File: config.mk
export PLATFORM = sky130hd
export DESIGN_NAME = debounce_pulse_array
export DESIGN_NICKNAME = d
export VERILOG_FILES = /design/src/rtl/debounce_pulse_array.sv
export SDC_FILE = /design/constraint.sdc
export NUM_CORES = 1
export LEC_CHECK = 0
export CORE_UTILIZATION = 60
export DETAILED_ROUTE_END_ITERATION = 8
export PLACE_DENSITY = 0.82
export SYNTH_ARGS = -nofsm -noshare
export SYNTH_HDL_FRONTEND = slang
export SYNTH_HIERARCHICAL = 1
export SYNTH_SLANG_ARGS = --single-unit
File: constraint.sdc
create_clock -name clk -period 4.1 [get_ports clk]
set_input_delay 0.615 -clock clk [delete_from_list [all_inputs] [get_ports clk]]
set_output_delay 0.615 -clock clk [all_outputs]
set_load 0.02 [all_outputs]
File: src/rtl/debounce_pulse_array.sv
// Per-channel button debouncer with edge pulses and long-press detection.
// One lane instance per channel; any_pulse is registered alongside the lane pulses.

module debounce_pulse_lane #(
    parameter int DB_CYCLES   = 4,
    parameter int LONG_CYCLES = 16
) (
    input  logic       clk,
    input  logic       rst_n,
    input  logic       button,
    input  logic [1:0] mode,
    output logic       level,
    output logic       pulse,
    output logic       pulse_set,
    output logic       long_press
);
    localparam int DW = $clog2(DB_CYCLES + 1);
    localparam int HW = $clog2(LONG_CYCLES + 1);

    logic          s1, sync;
    logic [DW-1:0] db_cnt;
    logic [HW-1:0] hold;
    logic          toggle;

    // Toggle on the edge where the mismatch count would reach DB_CYCLES.
    assign toggle = (sync != level) && (db_cnt == DW'(DB_CYCLES - 1));

    always_comb begin
        pulse_set = 1'b0;
        case (mode)
            2'b00:   pulse_set = toggle && !level;
            2'b01:   pulse_set = toggle && level;
            2'b10:   pulse_set = toggle;
            default: pulse_set = 1'b0;
        endcase
    end

    always_ff @(posedge clk or negedge rst_n) begin
        if (!rst_n) begin
            s1         <= 1'b0;
            sync       <= 1'b0;
            db_cnt     <= '0;
            level      <= 1'b0;
            pulse      <= 1'b0;
            hold       <= '0;
            long_press <= 1'b0;
        end else begin
            s1    <= button;
            sync  <= s1;
            pulse <= pulse_set;
            if (sync == level) begin
                db_cnt <= '0;
            end else if (toggle) begin
                db_cnt <= '0;
                level  <= ~level;
            end else begin
                db_cnt <= db_cnt + DW'(1);
            end
            // Hold counter saturates, so long_press fires once per press.
            if (!level)
                hold <= '0;
            else if (hold != HW'(LONG_CYCLES))
                hold <= hold + HW'(1);
            long_press <= level && (hold == HW'(LONG_CYCLES - 1));
        end
    end
endmodule

module debounce_pulse_array #(
    parameter int N_CH        = 4,
    parameter int DB_CYCLES   = 4,
    parameter int LONG_CYCLES = 16
) (
    input  logic            clk,
    input  logic            rst_n,
    input  logic [N_CH-1:0] button,
    input  logic [1:0]      mode,
    output logic [N_CH-1:0] level,
    output logic [N_CH-1:0] pulse,
    output logic [N_CH-1:0] long_press,
    output logic            any_pulse
);
    logic [N_CH-1:0] pulse_set;

    for (genvar i = 0; i < N_CH; i++) begin : g_lane
        debounce_pulse_lane #(
            .DB_CYCLES  (DB_CYCLES),
            .LONG_CYCLES(LONG_CYCLES)
        ) u_lane (
            .clk       (clk),
            .rst_n     (rst_n),
            .button    (button[i]),
            .mode      (mode),
            .level     (level[i]),
            .pulse     (pulse[i]),
            .pulse_set (pulse_set[i]),
            .long_press(long_press[i])
        );
    end

    always_ff @(posedge clk or negedge rst_n) begin
        if (!rst_n) any_pulse <= 1'b0;
        else        any_pulse <= |pulse_set;
    end
endmodule

; Word-level counts from Yosys, hierarchy flattened
; Index checks and enable logic that the tools add are counted.
[op_classes]
n_addsub = 8
eq_ne = 26
mux = 20
n_bitwise = 8
reduce_logical = 26
[ops]
columns = op, n
row1 = 5-bit two-way mux, 8
row2 = 3-bit two-way mux, 8
row3 = "5-bit by 1-bit adder with 5-bit output, second input constant", 4
row4 = "5-bit by 4-bit == test with 1-bit output, second input constant", 4
row5 = "5-bit inequality test, second input constant", 4
row6 = 1-bit logical AND, 16
row7 = "3-bit by 1-bit adder with 3-bit output, second input constant", 4
row8 = "3-bit by 2-bit == test with 1-bit output, second input constant", 4
row9 = 1-bit one-hot mux with 3 select lines, 4
row10 = "2-bit inequality test, second input constant", 4
row11 = 1-bit NOT, 8
row12 = 2-bit AND reduction, 4
row13 = 1-bit == test, 4
row14 = 1-bit logical NOT, 4
row15 = 1-bit inequality test, 4
row16 = 4-bit OR reduction, 1
row17 = "2-bit by 1-bit == test with 1-bit output, second input constant", 1
row18 = "2-bit == test, second input constant", 1
row19 = 2-bit logical NOT, 1
[word_totals]
register_bits = 53
output_inout_bits = 13

; Logic depth before layout (Yosys ltp)
[logic_depth]
depth_word = 5
mapped_depth = 4
ltp_nobuf = 4

; By module
; Netlist, hierarchy kept.
[by_module_without_submodules]
columns = module, instances, cells_each, area_per_inst_um2
row1 = debounce_pulse_lane, 4, 48, 631.9
row2 = debounce_pulse_array, 1, 2, 32.5

; Worst setup path before layout
; Ideal clock, no wire load.
[synth_timing]
path_kind = register to register
from = register g_lane[1].u_lane.db_cnt[0]
to = register any_pulse
setup_time_ns = 0.139
t_arrival_ns = 1.471
path_slack_ns = 2.490
path_stages_with_launch = 5
path_buffers = 0
synth_period_minus_slack_ns = 1.610
path_cell_list = dfrtp_1 > ha_1 > nor2b_4 > a32o_1 > or4_1
[synth_between]
elab_chain_len = 5
elab_cells_between_ends = 6
classes_between = eq/ne (1) / mux (1) / reduce/logical (4)
[synth_rtl]
columns = element, line_no
row1 = start: declaration, 21  ; logic [DW-1:0] db_cnt;
row2 = start signal: assignment, 57  ; db_cnt <= db_cnt + DW'(1);
row3 = 3-bit by 2-bit == test with 1-bit output *, 26  ; assign toggle = (sync != level) && (db_cnt == DW'(DB_CYCLES - 1));
row4 = 1-bit logical AND *, 26
row5 = 1-bit logical AND (on tied branches), "32, 31"
row6 = 1-bit one-hot mux with 3 select lines *, 30  ; case (mode)
row7 = named net pulse_set[1], 83  ; logic [N_CH-1:0] pulse_set;
row8 = 4-bit OR reduction *, 103  ; else any_pulse <= |pulse_set;
row9 = end signal: assignment, 103
row10 = end: declaration, 81  ; output logic any_pulse
; The timed path passes the listed nets; every way through them passes the cells marked *.
; A chain may end at the register's enable or synchronous reset.

; Worst setup path in the final report
[layout_timing]
from = register g_lane[2].u_lane.level
to = output port level[2]
[layout_lines]
columns = element, line_no
row1 = start: declaration, 12  ; output logic level,
row2 = start signal: assignment, 55  ; level <= ~level;
row3 = end: declaration, 78  ; output logic [N_CH-1:0] level,
; No word-level cell between the ends.

==> results.md <==
Drt:
- For this run, design rule violations remaining after detail routing come to 0.
- After detailed routing, the wire length on met1 is 1780 um.
- For this run, the detailed router's first-pass iteration total came to 4.
- Signal routing reaches up to met4.
- The DRC marker count from the first detailed-route iteration is 69.
- Across all layers, the routed design uses 1,477 vias.
- The overall routed net length is 4026 um.
- The wire length on met3 is 106 um.
- The detail-routed via count per cell is 5.511.
- In the final routed layout, each cell accounts on average for 15.02 um.
- Summed over all nets, wire length on met2 after detailed routing comes to 2104 um.
- The count of antenna-violating nets left after detailed routing is 0.

Timing:
- The final hold violation count was 0.
- Of the available clock period, the critical path in the final layout requires 54.22%.
- The post-route minimum period is 2.223 ns.
- In the final timing run, aggregate negative setup slack is 0 ns.
- Based on the critical path, the design can be clocked at up to 449.8 MHz.
- The actual slew at the worst max-slew pin is 1.116 ns.
- The number of slew-limit violations in the final report is 0.
- The headroom to the max-slew limit is 25.63%.
- The worst clock skew is 0.008075 ns.
- Setup repair after global routing left no endpoint under its margin.
- The final number of setup-violating endpoints is 0.

Synthesis:
- The instance count of the mapped netlist is 194.
- By area, the combinational part of the netlist is dominated by simple AND/OR/NAND/NOR gates.
- By area the synthesized netlist is led by sky130_fd_sc_hd__dfrtp_1 (52%), sky130_fd_sc_hd__ha_1 (7.8%), sky130_fd_sc_hd__mux2i_1 (4.7%).
- Of the total synthesized cell area, the portion taken by XOR and XNOR cells is 5.279%.
- The post-synthesis area per instance is 13.20 um2.
- The mapped netlist covers 2560 um2.
- The share of synthesized cell area in full adder, half adder and majority cells is 7.820%.
- The library cell with the largest summed area after synthesis is sky130_fd_sc_hd__dfrtp_1.
- Synthesis instantiated 24 different standard cells from the library.
- Of the synthesized area, sequential elements account for 51.81%.
- Yosys printed 6 warnings.
- The post-synthesis compound-gate area fraction is 2.737%.
- After synthesis, the largest area contributor takes up 51.81% of total cell area.
- After Yosys synthesis, and, or, nand and nor cells account for 22.39% of the synthesized area.
- The post-synthesis net count is 218.
- In this run, synthesis produced a sequential element count of 53.
- After synthesis, the share of cell area in mux cells is 6.452%.

Worst setup path:
- Traced cell by cell, the critical path runs through clkdlybuf4s50_1.
- On the critical path, the stage with the largest delay is an instance of sky130_fd_sc_hd__clkdlybuf4s50_1.
- Counting both buffers and inverters, the worst setup path holds a total of 1.
- The worst reg-to-reg path cell count is 4.
- The largest single stage delay on the critical path is 0.69 ns.
- The worst setup path is of the reg -> out kind.
- The first element of the critical path is g_lane[2].u_lane/level.
- For the worst setup path, the data required time is 3.48 ns.
- The highest fanout seen on the critical path is 14.
- The worst register-to-register path begins at g_lane[1].u_lane/db_cnt[0].
- The cell family with the largest share of critical-path delay is buffers and inverters.
- Setup slack on the worst reg-to-reg path comes out at 2.36 ns.
- STA classifies the critical path startpoint as a flop.
- The worst register-to-register path ends at any_pulse.
- The worst setup path is captured at a primary output.
- STA puts the critical path data arrival time at 1.61 ns.

Global routing:
- The global-route wire length before repair is 6423 um.
- The initial antenna violation count is 0.
- Entering global routing, the biggest net connects 54 pins.
- The residual overflow from global routing is 0.
- Across every metal layer, demand over resource in global routing totals 20.01%.
- The number of global-route vias before repair came to 1,411.

Die:
- The initial core utilization is 63.09%.
- The overall die height is 67.32 um.
- 21 I/O pins were placed.
- The count of standard-cell rows is 23.
- The region available for standard cell placement spans 4058 um2.
- The width of the die is 67.32 um.
- The die covers 4532 um2.

Cells and area:
- The layout net count is 241.
- Compared with the post-synthesis result, the final layout area differs by 11.44%.
- The number of diodes added for antenna fixing is 0.
- The final non-filler cell total is 268.
- The post-route netlist has 15.60% of its cells at a drive strength greater than 1.
- Summing all non-filler instances in the final layout gives an area of 2853 um2.

Worst hold path:
- The start point of the worst min-delay path is g_lane[2].u_lane/s1.
- The count of cells along the worst hold path is 0.
- The path class of the tightest hold or removal check is reg -> reg.
- The end point of the worst hold path is g_lane[2].u_lane/sync.

Clock network:
- Hold repair after CTS inserted 0 buffers.
- The total number of H-tree levels is 2.
- For this design, the sink count on the clock tree is 53.
- After clock tree synthesis, the clock-pin slew on the worst setup and hold paths is 0.08 ns.
- The worst-case clock buffer depth is 2.
- The worst-skew pair later-pin latency is 0.29 ns.
- TritonCTS built the clock tree.
- The count of buffers added by post-CTS timing repair for setup is 0.
- The root buffer cell chosen for the clock tree is sky130_fd_sc_hd__clkbuf_8.
- Buffers inserted during clock tree synthesis total 5.
- Once the clock tree was built, the resizer swapped 0 gates to a different size.

Placement:
- The wire-length estimate of the detail-placed layout is 2948 um.
- Including well taps, the total number of placed cells is 260.
- The final weighted congestion in routability-driven placement is 0.6796.
- The cell area reported after detailed placement is 2773 um2.
- The count of port buffers added during placement is 20.

Power and ir drop:
- The cell area power density is 528.7 nW/um2.
- In this run the static leakage power is 1.355 nW.
- Overall power consumption after layout is estimated at 1.508 mW.
- The largest vdd supply drop is 0.3871 mV.

Flow run:
- The number of max-cap violations is 0.

Outcome:
- The run finished with clean final reports.
## how the worst max path moves through the flow
stage | endpoint | slack, ns | cells after the start
3_5_place_dp | any_pulse | 1.76 | 4
4_1_cts | level[2] | 1.86 | 1
2_1_floorplan | any_pulse | 2.49 | 4
5_1_grt | level[2] | 1.80 | 1
6_report | level[2] | 1.88 | 1
3_3_place_gp | any_pulse | 1.82 | 4
## area by class of cell
type | count | area, um2
Sequential cell | 53 | 1326
Multi-Input combinational cell | 125 | 1144
Timing Repair Buffer | 20 | 195.2
Fill cell | 300 | 1205
Inverter | 12 | 45.04
Clock buffer | 8 | 80.08
Tap cell | 50 | 62.56
## sequential cells by signal, summed over array words and instances (netlist names)
name	flops
any_pulse	1
g_lane.u_lane/db_cnt	12
g_lane.u_lane/hold	20
g_lane.u_lane/level	4
g_lane.u_lane/long_press	4
g_lane.u_lane/pulse	4
g_lane.u_lane/s1	4
g_lane.u_lane/sync	4
## where the power goes
group | total (mW) | internal [mW] | leakage (nW) | switching, mW
registers | 0.775 | 0.624 | 0.697 | 0.151
logic | 0.461 | 0.258 | 0.618 | 0.203
clock network | 0.272 | 0.122 | 0.0395 | 0.151
total | 1.51 | 1.00 | 1.36 | 0.505
## logic make-up (layout without fill, tap and decap cells)
| logic type | count (synthesis) | in the layout |
|---|---|---|
| xor gates and xnor gates | 12 | 12 |
| buffers and inverters | 16 | 40 |
| DFF | 53 | 53 |
| adders and majority gates | 16 | 16 |
| AOI/OAI and AO/OA | 8 | 8 |
| and+or+nand+nor | 73 | 73 |
| muxes | 16 | 16 |
## placed cells by master (no fill, tap or decap), types with 5 or more instances in the layout
| master | synthesis | layout |
|---|---|---|
| sky130_fd_sc_hd__clkdlybuf4s50_1 | 0 | 19 |
| sky130_fd_sc_hd__dfrtp_1 | 53 | 53 |
| sky130_fd_sc_hd__ha_1 | 16 | 16 |
| sky130_fd_sc_hd__inv_1 | 12 | 12 |
| sky130_fd_sc_hd__nor3b_2 | 8 | 8 |
| sky130_fd_sc_hd__nand2_1 | 16 | 16 |
| sky130_fd_sc_hd__clkbuf_8 | 0 | 5 |
| sky130_fd_sc_hd__or2b_1 | 8 | 8 |
| sky130_fd_sc_hd__xor2_1 | 8 | 8 |
| sky130_fd_sc_hd__mux2i_1 | 12 | 12 |
## metrics by stage
step / util (%) / setup WS [ns] / hold WS, ns
finish: 70.31 / 1.877 / 0.3548
global route: 70.31 / 1.800 / 0.3622
CTS: 70.31 / 1.856 / 0.3550
detailed placement: 68.33 / 1.762 / 0.3355
global placement: 68.33 / 1.818 / 0.3350
floorplan: - / 2.490 / 0.3194
## synth_stat cells
cell type and n:
sky130_fd_sc_hd__and2_1 4, sky130_fd_sc_hd__nor2_1 4, sky130_fd_sc_hd__and4bb_1 4, sky130_fd_sc_hd__xor2_1 8, sky130_fd_sc_hd__mux2i_1 12, sky130_fd_sc_hd__nor2b_4 4, sky130_fd_sc_hd__and3_2 4, sky130_fd_sc_hd__and3_1 4
sky130_fd_sc_hd__nand3_1 4, sky130_fd_sc_hd__ha_1 16, sky130_fd_sc_hd__or2b_1 8, sky130_fd_sc_hd__inv_1 12, sky130_fd_sc_hd__a21boi_0 4, sky130_fd_sc_hd__xnor2_2 4, sky130_fd_sc_hd__nand4bb_1 4, sky130_fd_sc_hd__or4_1 1
sky130_fd_sc_hd__dfrtp_1 53, sky130_fd_sc_hd__a32o_1 4, sky130_fd_sc_hd__nand2_1 16, sky130_fd_sc_hd__buf_6 4, sky130_fd_sc_hd__nor4bb_1 4, sky130_fd_sc_hd__nor3b_2 8, sky130_fd_sc_hd__mux2_2 4, sky130_fd_sc_hd__nor3_2 4
## routing by layer
| layer | vias up | global-route usage (%) |
|---|---|---|
| li1 | 717 | - |
| met1 | 739 | 23.69 |
| met2 | 19 | 33.88 |
| met5 | - | 0 |
| met3 | 2 | 5.574 |
| met4 | 0 | 8.777 |
No activity file was read; power rests on OpenSTA's default activity.
